File: config.mk
export PLATFORM = sky130hd
export DESIGN_NAME = lsu_ctrl
export DESIGN_NICKNAME = d
export VERILOG_FILES = /design/src/rtl/lsu_pkg.sv /design/src/rtl/lsu_load_align.sv /design/src/rtl/lsu_ctrl.sv
export SDC_FILE = /design/constraint.sdc
export NUM_CORES = 1
export LEC_CHECK = 0
export BUFFER_PORTS_ARGS = -buffer_cell sky130_fd_sc_hd__buf_2
export CORE_ASPECT_RATIO = 2
export CORE_UTILIZATION = 51
export CTS_CLUSTER_SIZE = 30
export DETAILED_ROUTE_END_ITERATION = 12
export PLACE_DENSITY = 0.85
export SETUP_SLACK_MARGIN = 0.4
export SLEW_MARGIN = 20
export SYNTH_ARGS = -nofsm -noshare
export SYNTH_HDL_FRONTEND = slang
export SYNTH_SLANG_ARGS = --single-unit
File: constraint.sdc
create_clock -name clk -period 8.7 [get_ports clk]
set_clock_uncertainty 0.05 [all_clocks]
set_input_delay 1.74 -clock clk [delete_from_list [all_inputs] [get_ports clk]]
set_output_delay 1.74 -clock clk [all_outputs]
set_load 0.1 [all_outputs]
File: src/rtl/lsu_pkg.sv
// lsu_pkg -- shared definitions for the load/store controller.
//   Opcode and funct3 constants for the supported RV32 load/store forms,
//   the controller state enum, and small decode helpers used by lsu_ctrl.
//   No ports (package).
package lsu_pkg;

  localparam logic [6:0] OP_LOAD  = 7'b0000011;
  localparam logic [6:0] OP_STORE = 7'b0100011;

  localparam logic [2:0] F3_B  = 3'b000;
  localparam logic [2:0] F3_H  = 3'b001;
  localparam logic [2:0] F3_W  = 3'b010;
  localparam logic [2:0] F3_BU = 3'b100;
  localparam logic [2:0] F3_HU = 3'b101;

  typedef enum logic [1:0] {
    IDLE = 2'd0,
    REQ  = 2'd1,
    WAIT = 2'd2,
    RESP = 2'd3
  } lsu_state_e;

  // True for the eight load/store forms the controller implements.
  function automatic logic lsu_supported(input logic [6:0] op, input logic [2:0] f3);
    logic ok;
    ok = 1'b0;
    if (op == OP_LOAD)
      ok = (f3 == F3_B) || (f3 == F3_H) || (f3 == F3_W) || (f3 == F3_BU) || (f3 == F3_HU);
    else if (op == OP_STORE)
      ok = (f3 == F3_B) || (f3 == F3_H) || (f3 == F3_W);
    return ok;
  endfunction

  // Access size is encoded in funct3[1:0]: 00 byte, 01 half, 10 word.
  function automatic logic lsu_misaligned(input logic [2:0] f3, input logic [1:0] off);
    logic mis;
    case (f3[1:0])
      2'b01:   mis = off[0];
      2'b10:   mis = (off != 2'b00);
      default: mis = 1'b0;
    endcase
    return mis;
  endfunction

  // Byte offset actually used: halfwords drop bit 0, words use offset 0.
  // For naturally aligned accesses this is the address offset unchanged.
  function automatic logic [1:0] lsu_eff_off(input logic [2:0] f3, input logic [1:0] off);
    logic [1:0] eff;
    case (f3[1:0])
      2'b01:   eff = {off[1], 1'b0};
      2'b10:   eff = 2'b00;
      default: eff = off;
    endcase
    return eff;
  endfunction

endpackage

File: src/rtl/lsu_load_align.sv
// lsu_load_align -- combinational load data alignment.
//   Shifts the captured memory word down by the byte offset and sign- or
//   zero-extends it according to funct3 (lb/lh/lw/lbu/lhu).
// Ports:
//   i_word   captured full memory word
//   i_funct3 load funct3
//   i_off    effective byte offset within the word
//   o_data   extended load result (0 for non-load funct3)
module lsu_load_align
  import lsu_pkg::*;
#(
  parameter int DATA_W = 32
) (
  input  logic [DATA_W-1:0] i_word,
  input  logic [2:0]        i_funct3,
  input  logic [1:0]        i_off,
  output logic [DATA_W-1:0] o_data
);

  logic [DATA_W-1:0] w_shifted;

  assign w_shifted = i_word >> {i_off, 3'b000};

  always_comb begin
    o_data = '0;
    case (i_funct3)
      F3_B:    o_data = {{(DATA_W-8){w_shifted[7]}}, w_shifted[7:0]};
      F3_H:    o_data = {{(DATA_W-16){w_shifted[15]}}, w_shifted[15:0]};
      F3_W:    o_data = w_shifted;
      F3_BU:   o_data = {{(DATA_W-8){1'b0}}, w_shifted[7:0]};
      F3_HU:   o_data = {{(DATA_W-16){1'b0}}, w_shifted[15:0]};
      default: o_data = '0;
    endcase
  end

endmodule

File: src/rtl/lsu_ctrl.sv
// lsu_ctrl -- multi-cycle load/store controller between execute and data memory.
//   Accepts one load/store per req handshake, builds the word-aligned memory
//   request (store lane replication + byte mask), waits for the memory
//   response and returns extended load data on the resp channel.
// Configuration macro: LSU_MISALIGN_TRAP_EN
//   defined   -> misaligned lh/lhu/sh/lw/sw return resp_err with no memory access
//   undefined -> offending low address bits are cleared and the access proceeds
// Ports:
//   clk, rst (async, active-high)
//   req_valid/req_ready/req_inst/req_addr/req_wdata   execute-side request
//   resp_valid/resp_ready/resp_rdata/resp_err         writeback-side response
//   mem_req_valid/mem_req_ready/mem_addr/mem_wen/
//   mem_wdata/mem_wmask                                memory request
//   mem_rsp_valid/mem_rdata                            memory response
module lsu_ctrl
  import lsu_pkg::*;
#(
  parameter int ADDR_W = 32,
  parameter int DATA_W = 32
) (
  input  logic                clk,
  input  logic                rst,
  input  logic                req_valid,
  output logic                req_ready,
  input  logic [31:0]         req_inst,
  input  logic [ADDR_W-1:0]   req_addr,
  input  logic [DATA_W-1:0]   req_wdata,
  output logic                resp_valid,
  input  logic                resp_ready,
  output logic [DATA_W-1:0]   resp_rdata,
  output logic                resp_err,
  output logic                mem_req_valid,
  input  logic                mem_req_ready,
  output logic [ADDR_W-1:0]   mem_addr,
  output logic                mem_wen,
  output logic [DATA_W-1:0]   mem_wdata,
  output logic [DATA_W/8-1:0] mem_wmask,
  input  logic                mem_rsp_valid,
  input  logic [DATA_W-1:0]   mem_rdata
);

  localparam int MASK_W = DATA_W / 8;

  lsu_state_e          r_state;
  logic [2:0]          r_funct3;
  logic                r_is_load;
  logic                r_err;
  logic                r_wen;
  logic [1:0]          r_off;
  logic [ADDR_W-1:0]   r_addr;
  logic [DATA_W-1:0]   r_wdata;
  logic [MASK_W-1:0]   r_wmask;
  logic [DATA_W-1:0]   r_word;

  logic [6:0]          w_op;
  logic [2:0]          w_f3;
  logic                w_supported;
  logic                w_err;
  logic                w_is_load;
  logic                w_is_store;
  logic [1:0]          w_off;
  logic [MASK_W-1:0]   w_wmask;
  logic [DATA_W-1:0]   w_wdata;
  logic [DATA_W-1:0]   w_load_data;
  logic                w_unused;

  // Instruction bits outside opcode/funct3 carry no meaning here.
  assign w_unused = &{1'b0, req_inst[31:15], req_inst[11:7]};

  assign w_op        = req_inst[6:0];
  assign w_f3        = req_inst[14:12];
  assign w_supported = lsu_supported(w_op, w_f3);
  assign w_is_load   = (w_op == OP_LOAD) && w_supported;
  assign w_is_store  = (w_op == OP_STORE) && w_supported;
  assign w_off       = lsu_eff_off(w_f3, req_addr[1:0]);

`ifdef LSU_MISALIGN_TRAP_EN
  logic w_misaligned;
  assign w_misaligned = lsu_misaligned(w_f3, req_addr[1:0]);
  assign w_err        = !w_supported || w_misaligned;
`else
  assign w_err        = !w_supported;
`endif

  // Store lanes: narrow data is replicated across the word so the mask alone
  // selects which bytes memory writes.
  always_comb begin
    w_wmask = '0;
    w_wdata = '0;
    if (w_is_store) begin
      case (w_f3)
        F3_B: begin
          w_wmask = MASK_W'(1) << w_off;
          w_wdata = {(DATA_W/8){req_wdata[7:0]}};
        end
        F3_H: begin
          w_wmask = MASK_W'(3) << w_off;
          w_wdata = {(DATA_W/16){req_wdata[15:0]}};
        end
        default: begin
          w_wmask = '1;
          w_wdata = req_wdata;
        end
      endcase
    end
  end

  always_ff @(posedge clk or posedge rst) begin
    if (rst) begin
      r_state   <= IDLE;
      r_funct3  <= '0;
      r_is_load <= 1'b0;
      r_err     <= 1'b0;
      r_wen     <= 1'b0;
      r_off     <= '0;
      r_addr    <= '0;
      r_wdata   <= '0;
      r_wmask   <= '0;
      r_word    <= '0;
    end else begin
      case (r_state)
        IDLE: begin
          if (req_valid) begin
            r_funct3  <= w_f3;
            r_is_load <= w_is_load && !w_err;
            r_err     <= w_err;
            r_wen     <= w_is_store && !w_err;
            r_off     <= w_off;
            r_addr    <= {req_addr[ADDR_W-1:2], 2'b00};
            r_wdata   <= w_err ? '0 : w_wdata;
            r_wmask   <= w_err ? '0 : w_wmask;
            // Clear the previous word so resp_rdata reads 0 until new data lands.
            r_word    <= '0;
            r_state   <= w_err ? RESP : REQ;
          end
        end
        REQ: begin
          if (mem_req_ready) r_state <= WAIT;
        end
        WAIT: begin
          // Only here is a memory response meaningful; elsewhere it is dropped.
          if (mem_rsp_valid) begin
            r_word  <= mem_rdata;
            r_state <= RESP;
          end
        end
        RESP: begin
          if (resp_ready) r_state <= IDLE;
        end
        default: r_state <= IDLE;
      endcase
    end
  end

  lsu_load_align #(
    .DATA_W(DATA_W)
  ) u_load_align (
    .i_word  (r_word),
    .i_funct3(r_funct3),
    .i_off   (r_off),
    .o_data  (w_load_data)
  );

  assign req_ready     = (r_state == IDLE);
  assign mem_req_valid = (r_state == REQ);
  assign resp_valid    = (r_state == RESP);
  assign resp_err      = (r_state == RESP) && r_err;
  assign resp_rdata    = r_is_load ? w_load_data : '0;
  assign mem_addr      = r_addr;
  assign mem_wen       = r_wen;
  assign mem_wdata     = r_wdata;
  assign mem_wmask     = r_wmask;

endmodule

## Word level (Yosys, flattened, before mapping)

Cells that the tools add are included.

| cells by class | value |
|---|---|
| eq/ne operators | 19 |
| shift-type cells | 3 |
| multiplexer cells | 20 |
| reductions and logical operators | 17 |

Operators by type and width:

| operator | number |
|---|---|
| 32-bit two-way mux | 5 |
| 32-bit one-hot mux with 5 select lines | 1 |
| 32-bit one-hot mux with 2 select lines | 2 |
| 32-bit by 5-bit right shift with 32-bit output | 1 |
| 3-bit == test (second input constant) | 4 |
| 2-bit two-way mux | 5 |
| 4-bit two-way mux | 2 |
| 2-bit one-hot mux with 4 select lines | 1 |
| 4-bit one-hot mux with 2 select lines | 1 |
| 7-bit by 2-bit == test with 1-bit output (second input constant) | 1 |
| 7-bit by 6-bit == test with 1-bit output (second input constant) | 1 |
| 2-bit == test (second input constant) | 3 |
| 3-bit by 1-bit == test with 1-bit output (second input constant) | 2 |
| 3-bit by 2-bit == test with 1-bit output (second input constant) | 2 |
| 3-bit zero test | 2 |
| 1-bit logical AND | 5 |
| 2-bit by 1-bit == test with 1-bit output (second input constant) | 2 |
| 1-bit logical OR | 4 |
| 2-bit by 1-bit inequality test with 1-bit output (second input constant) | 2 |
| 2-bit inequality test (second input constant) | 2 |
| 2-bit one-hot mux with 2 select lines | 1 |
| 4-bit AND reduction | 1 |
| 1-bit by 2-bit left shift with 4-bit output (first input constant) | 1 |
| 2-bit by 2-bit left shift with 4-bit output (first input constant) | 1 |
| other kinds (6) | 7 |

| storage, ports and cells | value |
|---|---|
| register bits | 108 |
| input bits | 134 |
| word-level logic and storage cells | 69 |

## Depth between registers and ports, before layout

Gate-level depths: netlist (run 1).

| depth | value |
|---|---|
| depth in word-level cells | 9 |
| mapped depth | 9 |
| depth with buffers taken out | 6 |

## Modules after synthesis

A second synthesis (run 1) with hierarchy kept.

| unflattened totals | value |
|---|---|
| cells, all modules | 520 |
| area, all modules | 5,574.1 um^2 |

Modules (own cells, without submodules):

| module | instances | cells an instance | area each (um^2) | sequential area each (um^2) |
|---|---|---|---|---|
| lsu_ctrl | 1 | 411 | 4,770.8 | 2,702.6 |
| lsu_load_align | 1 | 109 | 803.3 | 0.0 |

## Worst setup path after synthesis (run 1)

No wires, ideal clock.

| path | value |
|---|---|
| path kind | register to output |
| start point | register r_off[1] |
| end point | output resp_rdata[0] |
| data arrival time | 3.243 ns |
| data required time | 6.910 ns |
| slack | 3.667 ns |
| stages on the path, launching flop included | 5 |
| buffers on the path | 2 |
| path through | dfrtp_1 > buf_6 > clkbuf_1 > mux2i_1 > a211oi_1 |

| on the way | value |
|---|---|
| longest elaborated chain between the ends | 3 |

Ends and longest elaborated chain:

| what | RTL line | RTL |
|---|---|---|
| from (decl) | lsu_ctrl.sv:49 | `logic [1:0] r_off;` |
| from (signal assigned) | lsu_ctrl.sv:128 | `r_off <= w_off;` |
| 32-bit by 5-bit right shift with 32-bit output | lsu_load_align.sv:22 | `assign w_shifted = i_word >> {i_off, 3'b000};` |
| 32-bit one-hot mux with 5 select lines | lsu_load_align.sv:26 | `case (i_funct3)` |
| 32-bit two-way mux | lsu_ctrl.sv:168 | `assign resp_rdata = r_is_load ? w_load_data : '0;` |
| to (decl) | lsu_ctrl.sv:30 | `output logic [DATA_W-1:0] resp_rdata,` |

Every way passes these cells.

## Final worst setup path (run 1)

| path | value |
|---|---|
| start point | register r_off[1] |
| end point | output resp_rdata[27] |

The elaborated chain is that of the path after synthesis.

==> flow_results.org, run 1 <==
** STA
- Setup violations remaining at the end of the flow were counted as 0.
- Setup repair after global routing left no endpoint under its margin.
- Max Fclk :: 196 MHz
- Worst Max-Slew Pin Slew :: 1.04 ns
- Headroom to the max-slew limit came out at 0.309.
- Count of endpoints failing hold in the final timing report :: 0
- Part of the cycle the worst path needs :: 0.586
- Final max-slew violation count :: 0
- In the post-route analysis, the smallest setup slack over all paths is between 3 and 4 ns.
- For the final routed database, the setup TNS stands at 0 ns.
- The smallest clock period supported by the final layout is computed as between 5 and 6 ns.

** Critical path
- Destination of the worst register-to-register timing path :: mem_wmask[3]
- The critical path starts at r_off[1].
- Worst R2R Start :: r_state[0]
- Launching element type of the critical path :: flop
- Data arrival, critical path :: between 3 and 4 ns
- R2r setup slk :: between 5 and 6 ns
- Cell count of the worst reg-to-reg path :: 6
- Walking the worst path, the cells encountered are nor4b_2 > nor2b_1 > nand2_1 > a21oi_2 > buf_2.
- Maximum cell stage delay along the critical path :: between 0.8 and 0.9 ns
- Data on the critical path is required at its endpoint by 6.91 ns.
- Worst Path Class, Setup :: flop to output port
- Crit path capture type :: output port
- Along the worst path, the maximum fanout reaches 27.
- For this design, the slowest cell found on the critical path is nor4b_2.

** Die
- Placement row count :: 52
- Overall die area :: 0.0109 sq mm
- The die is about 150 um tall.
- The die is roughly 74 um wide.
- Number of top-level pins :: between 200 and 250
- The region available for standard cell placement spans slightly above 0.01 sq mm.
- For this configuration, the core starts out at a cell density of 0.524.

** Clocking
- Number of buffers created by CTS :: 9
- The tree built by TritonCTS fans out to between 100 and 150 sinks.
- Post-CTS timing repair inserted 0 buffers for setup.
- After clock tree synthesis, the repair step resized 0 gates.
- The clock passes through at most 2 buffers.
- For the worst-skew pair, the clock arrives at the later sink with an insertion delay of roughly 0.34 ns.
- Clock root buffer master :: clkbuf_16
- Clock-pin slew on the worst setup and hold paths :: roughly 0.08 ns
- Post-CTS Hold Fix Bufs :: 0
- The H-tree was split into 3 levels.
- TritonCTS built the clock tree.

** Yosys
- The post-synthesis compound-gate area fraction was 0.197.
- Of the total synthesized cell area, the portion taken by AND, OR, NAND and NOR gates is 0.112.
- Of the total synthesized cell area, the portion taken by full adders, half adders and majority gates is 0.0165.
- Yosys warns :: 0
- Unique masters post-synth :: 39
- A synthesized cell averages 10.8 sq um.
- Flops & latches, synth :: ~110
- Xor-xnor portion of the synthesized cell area :: 0
- Multiplexer share of the synthesized area :: 0.123
- The share of the Yosys chip area taken by registers is 0.509.
- Largest family of logic cells by synthesized area :: compound AO/OA/AOI/OAI gates
- Yosys mapped a number of flops with a built-in enable equal to 0.
- Summed instance area of the synthesized netlist :: 0.00531 sq mm
- Post-synthesis cell count :: a little under 500
- Of all flip-flops after synthesis, the portion carrying an async set or reset was 1.00.
- Leading register cell type out of synthesis :: dfrtp_1

** Power
- Leakage dissipation :: around 3.4 nW
- Maximum VDD drop :: 586 uV
- For this design the ratio of total power to cell area is approximately 350 mW/mm^2.

** Worst hold path
- Worst Hold Depth :: 2
- Worst hold path type :: flop to flop
- Startpoint of the worst hold path :: mem_wdata[23]
- The path with the worst hold slack has its endpoint at mem_wdata[23].

** Place
- Worst setup slack before clock tree synthesis :: approximately 4.0 ns
- The count of buffers added on input and output ports is between 200 and 250.
- Last weighted congestion value of the routability-driven placer :: slightly below 0.9
- HPWL after DPL :: ~11 mm

** Route
- Using the TritonRoute via totals, the vias-per-cell ratio works out to approximately 5.6.
- For this run, design rule violations remaining after detail routing come to 0.
- First-pass iteration count of the detailed router :: 4
- The first routing iteration left approximately 200 violations.
- For this block, the routed nets add up to between 10 and 15 mm of wire.
- Summing over every cut layer, the via total after detailed routing is around 4600.
- Avg WL per Cell :: ~18 um
- The count of nets left with antenna violations once routing finished came out at 0.

** Global routing
- Met2 track utilization from global routing :: 0.487
- Via count of the first global-routing pass :: between 4000 and 5000
- Busiest layer in global routing :: met2
- For met3 alone, demand over resource in global routing was 0.0580.
- First-pass GRT wire length :: roughly 23 mm
- Gr ovfl total :: 0
- For this run, the total global-route usage over all layers was measured as 0.278.
- The number of antenna violations at the first check in global routing is 1.
- Entering global routing, the biggest net connects 67 pins.
- Met1 Track Usage GR :: 0.295

** Run
- Max-cap violations in this run came to 0.

** Final layout
- Area delta synth->final :: 26.3%
- Of the cells placed in the final design, the portion with a size suffix greater than 1 is 0.432.
- Nets@finish :: about 800
- After filler insertion, the fill cell instance count of the layout stands at 833.

** Run status
- Status :: finished clean
-- final cells by class --
class | count | area, sq um | share of cell area
inverter | 7 | 28.8 | 0.00429
multi-input combinational | 338 | 2400 | 0.357
clock buffer | 10 | 229 | 0.0341
timing repair buffer | 219 | 1110 | 0.166
clock inverter | 6 | 67.6 | 0.0101
sequential | 108 | 2700 | 0.403
tap | 135 | 169 | 0.0252
antenna | 1 | 2.50 | 0.000373
-- routing by layer --
metal / vias to the layer above / share of wire
li1: 2149 / -
met1: 2223 / 0.35
met2: 217 / 0.55
met3: 46 / 0.056
met4: 0 / 0.049
met5: - / 0
-- worst max path at each step --
| stage | cells past startpoint | to |
|---|---|---|
| 6_report | 5 | resp_rdata[27] |
| 5_1_grt | 5 | resp_rdata[27] |
| 4_1_cts | 5 | resp_rdata[27] |
| 3_5_place_dp | 5 | resp_rdata[27] |
| 3_3_place_gp | 5 | resp_rdata[17] |
| 2_1_floorplan | 4 | resp_rdata[0] |
-- logic make-up (layout without fill, tap and decap cells) --
logic type / Yosys count / count (layout)
AO/OA/AOI/OAI: 143 / 143
AND/OR/NAND/NOR: 126 / 126
flip-flops: 108 / 108
multiplexers: 60 / 60
buffers and inverters: 47 / 242
adder cells (fa/ha/maj): 7 / 7
other: 1 / 3
-- cells in the mapped netlist (4+ instances only) --
master,n,area (sq um)
dfrtp_1,108,2700
nand2_1,56,210
a22o_1,43,377
mux2_2,43,484
nor2_1,30,113
o21ai_0,27,135
clkbuf_1,24,90.1
a21oi_1,19,95.1
mux2i_1,17,170
o31ai_1,16,120
a211oi_1,14,105
nor2b_1,10,62.6
a21oi_2,9,78.8
a221oi_1,8,70.1
and2_1,8,50.1
nand2b_1,8,50.1
ha_1,7,87.6
inv_1,7,26.3
buf_2,6,30.0
buf_1,5,18.8
o211ai_1,4,30.0
-- state kept, by name (all words and copies together) (netlist names) --
signal,count
mem_wdata,32
r_word,32
mem_addr,30
mem_wmask,4
r_funct3,3
r_off,2
r_state,2
mem_wen,1
r_err,1
r_is_load,1
-- layout by cell type, fill, tap and decap left out, drive strengths merged, types with 2 or more instances in the layout --
master,netlist,final
nor2b,10,10
clkbuf,24,10
a211oi,14,14
o31ai,16,16
conb,1,2
nand2b,9,9
inv,7,11
o211ai,4,4
ha,7,7
o21ai,27,27
clkinv,0,2
and3,2,2
a21oi,29,29
nor2,30,30
mux2i,17,17
dfrtp,108,108
nor3,2,2
a22o,43,43
a221oi,8,8
buf,16,219
or2,2,2
mux2,43,43
nand2,56,56
and2,8,8
-- per-stage QoR --
step,power [mW],hold WS [ns],utilization,cell area [sq um],cells
after floorplan,1.77,0.400,-,5320,493
after global placement,1.95,0.407,0.630,6400,806
after detailed placement,1.99,0.415,0.630,6400,806
after CTS,2.39,0.433,0.659,6690,822
after global routing,2.48,0.459,0.661,6710,824
final,2.38,0.430,0.661,6710,824
-- worst max-delay path: cells and delay by family (launching register included) --
kind	cells	cell delay [ns]
compound gates	1	0.16
flops	1	0.77
buf+inv	1	0.45
simple gates	3	1.58
-- power by group --
group / internal, mW / leakage [nW] / switching (mW)
logic: 0.298 / 1.86 / 0.916
clock network: 0.204 / 0.144 / 0.197
registers: 0.630 / 1.41 / 0.135
Power figures use the tool's default switching activity.
==> run 2: changes to the inputs <==
--- a/config.mk
+++ b/config.mk
@@ -7,10 +7,10 @@
 export LEC_CHECK = 0
 export BUFFER_PORTS_ARGS = -buffer_cell sky130_fd_sc_hd__buf_2
 export CORE_ASPECT_RATIO = 2
-export CORE_UTILIZATION = 51
+export CORE_UTILIZATION = 48
 export CTS_CLUSTER_SIZE = 30
 export DETAILED_ROUTE_END_ITERATION = 12
-export PLACE_DENSITY = 0.85
+export PLACE_DENSITY = 0.8
 export SETUP_SLACK_MARGIN = 0.4
 export SLEW_MARGIN = 20
 export SYNTH_ARGS = -nofsm -noshare
==> constraint.sdc (replaced) <==
create_clock -name clk -period 5.3 [get_ports clk]
set_clock_uncertainty 0.05 [all_clocks]
set_input_delay 1.06 -clock clk [delete_from_list [all_inputs] [get_ports clk]]
set_output_delay 1.06 -clock clk [all_outputs]
set_load 0.1 [all_outputs]
==> run 2 against run 1 <==
  * Clock power increased by 62%
  * Sequential power rose by 59%
  * Final area grew 0.19%
  * Worst setup slack got worse by 2.6 ns
  * Highest routed layer unchanged
  * Combinational power increased by 68%
  * Critical endpoint is now resp_rdata[17]
  * Sequential share of layout area is 0.094 points lower
  * Utilization is 3.9 points lower
==> flow_results.org, run 2 (synthesis gave the netlist of run 1 again) <==
** STA
- Headroom to the max-slew limit came out at 0.289.
- Setup repair after global routing left no endpoint under its margin.
- Worst Max-Slew Pin Slew :: around 1.1 ns
- Post-layout minimum cycle time :: around 4.3 ns
- Adding up every negative setup slack in the final design gives 0 ns.
- Count of endpoints failing hold in the final timing report :: 0
- The total count of max-transition violations in the final report is 0.
- Part of the cycle the worst path needs :: 0.812
- Setup violations remaining at the end of the flow were counted as 0.
- Max Fclk :: 232 MHz

** Critical path
- Data arrival, critical path :: about 3.2 ns
- Cell with the largest stage delay on the worst path :: dfrtp_1
- The critical path is of the flop to output port type.
- Maximum cell stage delay along the critical path :: 0.78 ns
- The critical path goes through nand2b_4 > a311o_1 > or3_1 > a21oi_1 > buf_2.
- CP startpoint :: r_off[1]
- STA classifies the critical path startpoint as a flop.
- Delay-heaviest family, CP :: simple AND/OR/NAND/NOR gates
- The worst register-to-register path begins at r_state[0].
- Data required time of the worst path :: roughly 4.2 ns
- Of all nets on the critical path, the largest fanout is 27.
- Counting both buffers and inverters, the worst setup path holds a total of 1.
- Crit path capture type :: output port

** Global routing
- Met3 layer usage reported by global route :: 0.0458
- The number of antenna violations at the first check in global routing was 0.
- Gr ovfl total :: 0
- First-pass GRT wire length :: 22.9 mm
- Maximum number of pins on one net before global-route repair :: between 70 and 80
- For this run, global-route usage on met1 was measured as 0.272.
- Global-route usage over all layers :: 0.260
- Met2 track utilization from global routing :: 0.479
- Busiest layer in global routing :: met2
- The number of global-route vias before repair is ~4600.

** Route
- Post-detailed-route count of antenna-violating nets :: 0
- Count of unresolved DRC violations after routing :: 0
- Dividing the detail-routed via count by the number of cells gives about 5.5.
- The first detailed-routing pass took 6 iterations.
- Wire length after detailed routing :: about 15 mm
- Via count of the routed design :: between 4000 and 5000
- In this run, the number of DRC markers left after iteration 0 of detailed routing was 196.
- Dividing the detail-routed wire length by the instance count gives between 15 and 20 um.

** Clocking
- Number of buffers created by CTS :: 9
- The clock net in this run drives a total of between 100 and 150 sinks.
- Max Buffers Root-to-Sink :: 2
- Htree depth :: 3
- Post-CTS timing repair inserted 0 buffers for setup.
- Clock-pin slew was measured on the worst setup and hold paths at about 0.070 ns.
- Clock latency on the worst-skew pair :: approximately 0.33 ns
- CTS-repair resized insts :: 0
- In this run the clock root is driven by a clkbuf_16.
- The number of hold buffers added after CTS was 0.
- TritonCTS clock tree :: built

** Power
- Across the VDD grid, the largest voltage drop is approximately 740 uV.
- Leakage dissipation :: about 3.4 nW
- Power spread over the standard cell area amounts to roughly 580 mW/mm^2.

** Place
- Routability-driven placement finished with a final weighted congestion of approximately 0.91.
- Port buffering added about 210 buffers.
- Detailed placement finished with a half-perimeter wire length of 11.4 mm.

** Final layout
- Finished Core Util :: 0.622
- In the layout the commonest cells are 214 x buf_2, 108 x dfrtp_1, 55 x nand2_1.
- The library cell used most frequently in the layout, excluding fill and tap cells, is buf_2.
- FILL cells :: 940
- Number of antenna repair diodes :: 0
- Layout cell share with drive strength beyond 1 :: 0.431
- Compared with the post-synthesis result, the final layout area differs by 26.5%.
- At the end of the flow, the number of nets in the layout was between 800 and 900.

** Run
- Max-cap violations :: 0

** Die
- Overall die width :: roughly 76 um
- The die covers around 0.012 sq mm.
- Initial core utilization :: 0.492
- ~240 I/O pins were placed.
- The core region is ~0.011 sq mm.
- The floorplan step set the die height to roughly 150 um.
- The initialized floorplan defines 54 standard-cell rows.

** Worst hold path
- Startpoint of the worst hold path :: mem_wmask[0]
- The min-delay analysis places its worst path in the category flop to flop.

** Run status
- Status :: finished clean
==> run 2: power by group <==
group	leakage, nW	total (mW)	internal, mW	switching [mW]
Sequential	1.41	1.22	1.03	0.190
Clock	0.137	0.651	0.327	0.324
Combinational	1.88	2.03	0.491	1.54
Total	3.42	3.90	1.85	2.05
==> run 2: stage by stage <==
step / hold WS, ns / setup slack [ns] / cells / instance area [sq um] / power (mW)
after floorplan: 0.400 / 0.947 / 493 / 5320 / 2.91
after global placement: 0.406 / 1.38 / 812 / 6410 / 3.22
after detailed placement: 0.417 / 1.37 / 813 / 6420 / 3.27
after CTS: 0.435 / 0.990 / 828 / 6710 / 3.92
after global routing: 0.452 / 0.835 / 829 / 6720 / 4.06
final: 0.432 / 0.995 / 829 / 6720 / 3.90
==> run 2: per-layer routing <==
layer  wire length (um)  vias to the layer above  share of wire
li1                   -                     2142              -
met5                  0                        -              0
met4                733                        0          0.048
met2               8170                      197           0.54
met1               5490                     2206           0.36
met3                791                       43          0.052
==> run 2: worst min-delay path, stage by stage, from the launching register on <==
cell     delay (ns)
dfrtp_1        0.34
nand2_1        0.05
o21ai_0        0.06
==> run 2: final timing paths <==
check                                 endpoint  slack (ns)  depth (start not counted)
worst max-delay path            resp_rdata[17]        0.99                          5
worst min-delay path              mem_wmask[0]        0.43                          2
worst max register to register    mem_addr[22]        2.87                          5
worst min register to register    mem_wmask[0]        0.43                          2
max in group asynchronous        mem_wdata[23]        3.32                          3
min in group asynchronous           r_word[16]        0.88                          2
==> run 2: area by class of cell <==
class | count | area [sq um] | area share
Tap cell | 140 | 175 | 0.0261
Inverter | 7 | 28.8 | 0.00428
Sequential cell | 108 | 2700 | 0.402
Clock buffer | 9 | 225 | 0.0335
Multi-Input combinational cell | 338 | 2400 | 0.356
Timing Repair Buffer | 221 | 1130 | 0.169
Clock inverter | 6 | 61.3 | 0.00912
==> run 3: changes to the inputs <==
--- a/config.mk
+++ b/config.mk
@@ -7,10 +7,10 @@
 export LEC_CHECK = 0
 export BUFFER_PORTS_ARGS = -buffer_cell sky130_fd_sc_hd__buf_2
 export CORE_ASPECT_RATIO = 2
-export CORE_UTILIZATION = 48
+export CORE_UTILIZATION = 43
 export CTS_CLUSTER_SIZE = 30
 export DETAILED_ROUTE_END_ITERATION = 12
-export PLACE_DENSITY = 0.8
+export PLACE_DENSITY = 0.76
 export SETUP_SLACK_MARGIN = 0.4
 export SLEW_MARGIN = 20
 export SYNTH_ARGS = -nofsm -noshare
==> constraint.sdc (replaced) <==
create_clock -name clk -period 3.45 [get_ports clk]
set_clock_uncertainty 0.05 [all_clocks]
set_input_delay 0.69 -clock clk [delete_from_list [all_inputs] [get_ports clk]]
set_output_delay 0.69 -clock clk [all_outputs]
set_load 0.1 [all_outputs]
==> run 3 against run 2 <==
  * Count of clock-buffer cells in the layout did not move
  * Via count rose by 1.9%
  * Sequential power up 51%
  * Register-to-register slack got worse by 1.6 ns
  * Critical path depth grew 1
  * Critical endpoint is now resp_rdata[9]
  * Sequential share of layout area decreased by 3.6 points
  * Die area is 11% higher
  * Largest cell class unchanged
  * Hold slack got worse by 0.18 ns
==> flow_results.org, run 3 (synthesis gave the netlist of run 1 again) <==
** Run status
- The flow ran to the end, and the final reports show no timing, DRC or antenna violations.

** Route
- Dividing the detail-routed wire length by the instance count gives approximately 18 um.
- For this run, the detailed router's first-pass iteration total came to 6.
- Via count of the routed design :: 4677
- After detailed routing, the number of vias per cell comes to 5.49.
- For this block, the initial DRC count from the detailed router was 186.
- Wire length after detailed routing :: approximately 15 mm
- Count of unresolved DRC violations after routing :: 0
- Post-detailed-route count of antenna-violating nets :: 0

** Power
- In this run the power density over the cells is about 830 mW/mm^2.
- Total power for the finished layout comes to ~6.1 mW.
- IR analysis of the VDD net gives a maximum drop of between 1000 and 1500 uV.
- Leakage dissipation :: 3.56 nW

** Critical path
- Data required time of the worst path :: around 2.7 ns
- Data arrival, critical path :: 2.27 ns
- Worst Path Class, Setup :: flop to output port
- Worst-path fanout max :: 8
- Launching element type of the critical path :: flop
- Crit path capture type :: output port

** Clocking
- In this run the deepest clock path goes through 2 buffers.
- Clock-pin slew on the worst setup and hold paths :: around 0.070 ns
- Number of buffers created by CTS :: 9
- # clock sinks :: 108
- The H-tree was split into 3 levels.
- Clock latency on the worst-skew pair :: approximately 0.33 ns
- TritonCTS clock tree :: built
- In this run the clock root is driven by a clkbuf_16.

** Die
- Overall die area :: between 0.01 and 0.015 sq mm
- The core region is approximately 0.012 sq mm.
- In this run the vertical extent of the chip is ~160 um.
- Pin placement for this block handled roughly 240 I/O pins.
- The floorplan step set the die width to between 80 and 90 um.
- The initial utilization of the core area, before any placement, comes to 0.438.
- Placement row count :: between 50 and 60

** Final layout
- In the final layout, the multi-input gates occupy about 0.0026 sq mm.
- The repair_antennas step left the layout with diodes totalling 0.
- The sequential cells in the finished layout cover a total of 0.00270 sq mm.
- Top library cells by usage in the layout, fill and taps aside :: 187 x buf_2, 107 x dfrtp_1, 54 x nand2_1
- Cell area after layout :: 0.00739 sq mm
- Of the cells placed in the final design, the portion with a size suffix greater than 1 is 0.470.
- The filler cells instantiated in the layout total roughly 1000.
- Most frequent standard cell in the layout excluding fill and tap cells :: buf_2
- The final layout contains ~840 nets.
- Finished Core Util :: 0.610
- The area growth from synthesis to layout is 39.1%.

** STA
- Max Fclk :: between 300 and 400 MHz
- The total count of max-transition violations in the final report came to 0.
- Setup violations remaining at the end of the flow were counted as 0.
- The hold violation total from the final report was 0.
- Part of the cycle the worst path needs :: 0.872
- Slew Limit Headroom :: 0.563
- After layout, the minimum clock period comes to approximately 3.0 ns.
- Setup repair after global routing missed its margin :: true
- For the pin with the worst max-slew slack, the measured transition is about 0.64 ns.
- Setup slack on the critical path of the routed design comes to 0.442 ns.

** Global routing
- Maximum number of pins on one net before global-route repair :: 47
- Gr ovfl total :: 0
- First-pass GRT wire length :: ~24 mm
- Antenna violations before repair :: 0
- Via count of the first global-routing pass :: around 5000
- Across every metal layer, demand over resource in global routing totals 0.248.

** Place
- In this run the tool buffered the top-level ports with about 210 buffer cells.
- HPWL after DPL :: roughly 12 mm
- Routability-driven placement finished with a final weighted congestion of around 0.86.
- Post-Place Cell Area :: about 0.007 sq mm
- Worst setup slack before clock tree synthesis :: 0.516 ns

** Run
- Max-cap violations :: 0

** Worst hold path
- Worst hold path type :: input pin to asynchronous set/reset pin
run 3: cell types whose count changed in the layout (fill, tap and decap cells not counted), moves of 4 or more:
cell     previous run  this run
a21oi_1            19         8
a21oi_2             9         5
a21oi_4             1        16
buf_12              0        24
buf_2             214       187
buf_4               5        22
run 3: final cells by class:
type	count	area share
clock buffers	9	0.0305
clock inverters	6	0.00660
inverters	7	0.00406
multi-input cells	338	0.350
flip-flops and latches	108	0.366
well taps	147	0.0249
repair buffers	237	0.219
run 3: metal layers:
layer,track usage,vias up,part of all wire
met3,0.0390,32,0.043
met4,0.126,0,0.042
met1,0.263,2291,0.35
met2,0.455,173,0.57
met5,0,-,0
li1,-,2181,-
run 3: power by group:
group / internal [mW] / switching (mW) / total [mW] / leakage (nW)
sequential: 1.59 / 0.250 / 1.84 / 1.41
combinational: 0.839 / 2.48 / 3.32 / 2.02
clock: 0.494 / 0.463 / 0.957 / 0.130
run 3: worst paths after layout:
kind | start | end | slack, ns | cells after the start
hold reg to reg | mem_wdata[18] | mem_wdata[18] | 0.43 | 2
hold / removal | rst | r_word[13] | 0.26 | 2
max in group asynchronous | rst | mem_wdata[12] | 2.24 | 3
min in group clk | mem_wdata[18] | mem_wdata[18] | 0.43 | 2
setup / recovery | r_off[1] | resp_rdata[9] | 0.44 | 6
setup reg to reg | r_state[0] | mem_addr[5] | 1.29 | 5
run 3: timing repair:
action                     in CTS  in global routing
gates resized for setup         4                  7
setup buffers                   2                  2
setup endpoints to repair      24                 27
hold buffers                    0                  0
run 3: stage by stage:
| stage | std cells | setup TNS [ns] | hold slack, ns |
|---|---|---|---|
| global placement | 833 | 0 | 0.407 |
| finish | 852 | 0 | 0.257 |
| global route | 852 | 0 | 0.271 |
| CTS | 850 | 0 | 0.257 |
| floorplan | 493 | -3.16 | 0.400 |
| detailed placement | 833 | 0 | 0.415 |
run 3: worst max-delay path: stages (launching register included):
cell and delay (ns):
dfrtp_2 0.43, buf_4 0.14, mux2_2 0.23, mux2i_1 0.11, or4_4 0.53, a21oi_1 0.28
buf_12 0.21
